==> src/rtl/cyclic_fn_checker_pkg.sv <==
// Shared types and constants for the cyclic function checker.
package cyclic_fn_checker_pkg;

  typedef enum logic [2:0] {
    IDLE,
    DRIVE,
    WAIT,
    SAMPLE,
    DONE
  } state_t;

  // Tap mask in polynomial order: bit (e-1) set for each term x^e of x^8+x^6+x^5+x^4+1.
  localparam logic [7:0] LFSR_TAPS = 8'b1011_1000;

  localparam logic [7:0] DEFAULT_LFSR_SEED = 8'hA5;

  // One right-shift step of the Fibonacci LFSR. For a right shift, term x^e taps register bit
  // 8-e, which is the bit-reversed position of the mask bit, so the mask is mirrored here.
  function automatic logic [7:0] lfsr_next(input logic [7:0] cur);
    logic [7:0] mask;
    for (int i = 0; i < 8; i++) begin
      mask[i] = LFSR_TAPS[7-i];
    end
    return {^(cur & mask), cur[7:1]};
  endfunction

endpackage

==> src/rtl/cyc_chk_lfsr.sv <==
// 8-bit Fibonacci LFSR stimulus source with synchronous seed load and single-step advance.
module cyc_chk_lfsr
  import cyclic_fn_checker_pkg::*;
(
  input  logic       clk,
  input  logic       rst,
  input  logic       load_i,
  input  logic       step_i,
  input  logic [7:0] seed_i,
  output logic       out_bit_o
);

  logic [7:0] lfsr_q;

  // Reset and load both return to the seed; load has priority over step.
  always_ff @(posedge clk) begin
    if (rst) begin
      lfsr_q <= seed_i;
    end else if (load_i) begin
      lfsr_q <= seed_i;
    end else if (step_i) begin
      lfsr_q <= lfsr_next(lfsr_q);
    end
  end

  assign out_bit_o = lfsr_q[0];

endmodule

==> config.mk <==
export PLATFORM = sky130hd
export DESIGN_NAME = cyc_chk_lfsr
export DESIGN_NICKNAME = d
export VERILOG_FILES = /design/src/rtl/cyclic_fn_checker_pkg.sv /design/src/rtl/cyc_chk_lfsr.sv
export SDC_FILE = /design/constraint.sdc
export NUM_CORES = 1
export LEC_CHECK = 0
export CAP_MARGIN = 20
export CORE_AREA = 5 5 42 44
export CTS_BUF_LIST = sky130_fd_sc_hd__clkbuf_4
export CTS_CLUSTER_DIAMETER = 40
export DETAILED_ROUTE_END_ITERATION = 7
export DIE_AREA = 0 0 47 49
export HOLD_SLACK_MARGIN = 0.1
export PLACE_DENSITY = 0.63
export SETUP_SLACK_MARGIN = 0.5
export SLEW_MARGIN = 5
export SYNTH_ARGS = -nofsm -noshare
export SYNTH_HDL_FRONTEND = slang
export SYNTH_SLANG_ARGS = --single-unit
==> constraint.sdc <==
create_clock -name clk -period 2.7 [get_ports clk]
set_clock_uncertainty 0.05 [all_clocks]
set_input_delay 0.54 -clock clk [delete_from_list [all_inputs] [get_ports clk]]
set_output_delay 0.54 -clock clk [all_outputs]
set_load 0.1 [all_outputs]
==> impl_metrics.json <==
{
  "multi_input_area_um2": 131,
  "final.setup.tns_ns": 0,
  "grt_usage_pct": 6.84,
  "cts_inserted_buffers": 3,
  "crit_path_max_fanout": 9,
  "clock-root-buffer": "clkbuf_4",
  "via_per_inst": 4.38,
  "postCtsHoldBufs": 0,
  "clk_path_buf_depth": 2,
  "clk_pin_slew_worst_paths_ns": 0.05,
  "synth_seq_cells": 8,
  "period_minus_slack_ns": 1.67,
  "grt_max_degree": 10,
  "path_buf_inv": 1,
  "cpPeakStageDelay_ns": 0.45,
  "syn_to_final_growth_pct": 43.1,
  "largest_register_ffs": 8,
  "finalSetupViolCount": 0,
  "initial_utilization_pct": 26.5,
  "portBuffers": 12,
  "cp_num_cells": 3,
  "layout_common_cells": "clkdlybuf4s50_1, edfxtp_1, mux2_2",
  "critical_path.endpoint_type": "register",
  "post_cts_buffers": 0,
  "cts_sinks": 8,
  "io_pins": 13,
  "std_cell_rows": 14,
  "total_power_mw": 0.307,
  "rr_startpoint": "lfsr_q[2]",
  "holdWs_ns": 0.502,
  "diodes": 0,
  "h-tree-depth": 1,
  "syn-num-nets": 34,
  "maxCapViolCount": 0,
  "worst_pin_slew_ns": 0.325,
  "p_leak_nw": 0.184,
  "grt_overflow_total": 0,
  "pre_cts_ws_ns": 0.764,
  "regMostFlops": "lfsr_q",
  "grt_pass1_wl_mm": 1.04,
  "wl_per_cell_um": 11.8,
  "fin_crit_sh_pct": 61.7,
  "report.final.slew_viol_count": 0,
  "cp_slowest_cell": "clkdlybuf4s50_1",
  "final.setup.worst_slack_ns": 1.03,
  "rr_worst_depth": 3,
  "drtIter0Drc": 3,
  "cts_tree": "done",
  "grt_setup_unrepaired": "no",
  "fp.dieH_um": 49,
  "vias": 232,
  "hold_viol_final": 0,
  "dieArea_um2": 2300,
  "die_w_um": 47,
  "grt_pass1_vias": 258,
  "relSlewSlack_pct": 78.4,
  "netlist_instances": 22,
  "vdd_ir_drop_max_v": 0.000192,
  "min_path_type": "register to register",
  "r2r_end": "lfsr_q[7]",
  "first_pass_iters": 2,
  "wirelength_um": 625,
  "path_delay_family": "buffers and inverters",
  "yosysSeqAreaShare_pct": 64.6,
  "cp-start-kind": "input pin",
  "dp_hpwl_um": 497,
  "coreArea_um2": 1400,
  "cp-startpoint": "load_i",
  "ant_nets": 0,
  "layout_commonest_cell": "clkdlybuf4s50_1",
  "synth_warnings": 0,
  "syn_area_um2": 372,
  "final_layout_size_suffix_gt1_share_pct": 32.4,
  "critPathKind": "input pin to register",
  "post_cts_resized": 0,
  "cp.arrival_ns": 1.61,
  "worstPathRequired_ns": 2.65,
  "nNetsFinal": 51,
  "antenna_found_initial": 0,
  "gp_congestion": 0.697,
  "crit_chain": "clkdlybuf4s50_1 -> nor2_4 -> mux2_2",
  "wl_met3_um": 82,
  "fmax_mhz": 601,
  "regArea_um2": 240,
  "regToRegSetupSlack_ns": 1.56,
  "met1Wirelength_um": 281,
  "pwr_density_cell_nw_per_um2": 576,
  "drc_errors": 0,
  "reg_top3": "lfsr_q x8",
  "ys_types": 7,
  "clk_latency_ns": 0.25,
  "fill_cells": 150,
  "critical_path.endpoint": "lfsr_q[6]",
  "highest_layer": "met4",
  "status": "finished clean",
  "avgSynthCellArea_um2": 16.9,
  "wl_met2_um": 255
}
## synth_stat cells
master	instances	area, um^2
xnor2_1	3	26.3
nor2_4	1	11.3
a21oi_1	1	5.00
nor2_1	1	3.75
edfxtp_1	8	240
mux2_2	7	78.8
or3_1	1	6.26
## cell type report
| class | instances | share of cell area (%) |
|---|---|---|
| clock buffers | 3 | 4.24 |
| multi-input cells | 14 | 24.7 |
| flip-flops and latches | 8 | 45.2 |
| repair buffers | 12 | 22.1 |
| well taps | 16 | 3.76 |
## worst min path at each step
stage / start / cells past startpoint / end
after floorplan: lfsr_q[1] / 1 / lfsr_q[0]
after global placement: lfsr_q[1] / 1 / lfsr_q[0]
after detailed placement: lfsr_q[5] / 1 / lfsr_q[4]
after CTS: lfsr_q[5] / 1 / lfsr_q[4]
after global routing: lfsr_q[5] / 1 / lfsr_q[4]
final: lfsr_q[5] / 1 / lfsr_q[4]
## metal layers
metal	vias up	track usage, %
li1	116	-
met1	102	7.97
met2	12	7.69
met3	2	4.43
met4	0	6.91
met5	-	0
## kinds of logic (layout without fill, tap and decap cells)
kind of cell / after synthesis / in the layout / synth area share [%]
XOR/XNOR: 3 / 3 / 7.07
multiplexers: 7 / 7 / 21.2
AND/OR/NAND/NOR: 3 / 3 / 5.72
buffers and inverters: 0 / 15 / 0
flip-flops: 8 / 8 / 64.6
AO/OA/AOI/OAI: 1 / 1 / 1.35
## report_power, final
group	total, mW	switching [mW]	leakage [nW]	internal (mW)
logic	0.0586	0.0257	0.0873	0.0328
registers	0.158	0.00534	0.0829	0.153
clock network	0.0899	0.0392	0.0138	0.0508
## per-stage QoR
step	cells	cell area [um^2]	util (%)
finish	53	532	37.9
CTS	53	532	37.9
floorplan	22	372	-
detailed placement	50	509	36.3
global route	53	532	37.9
global placement	50	509	36.3
Power figures use the tool's default switching activity.
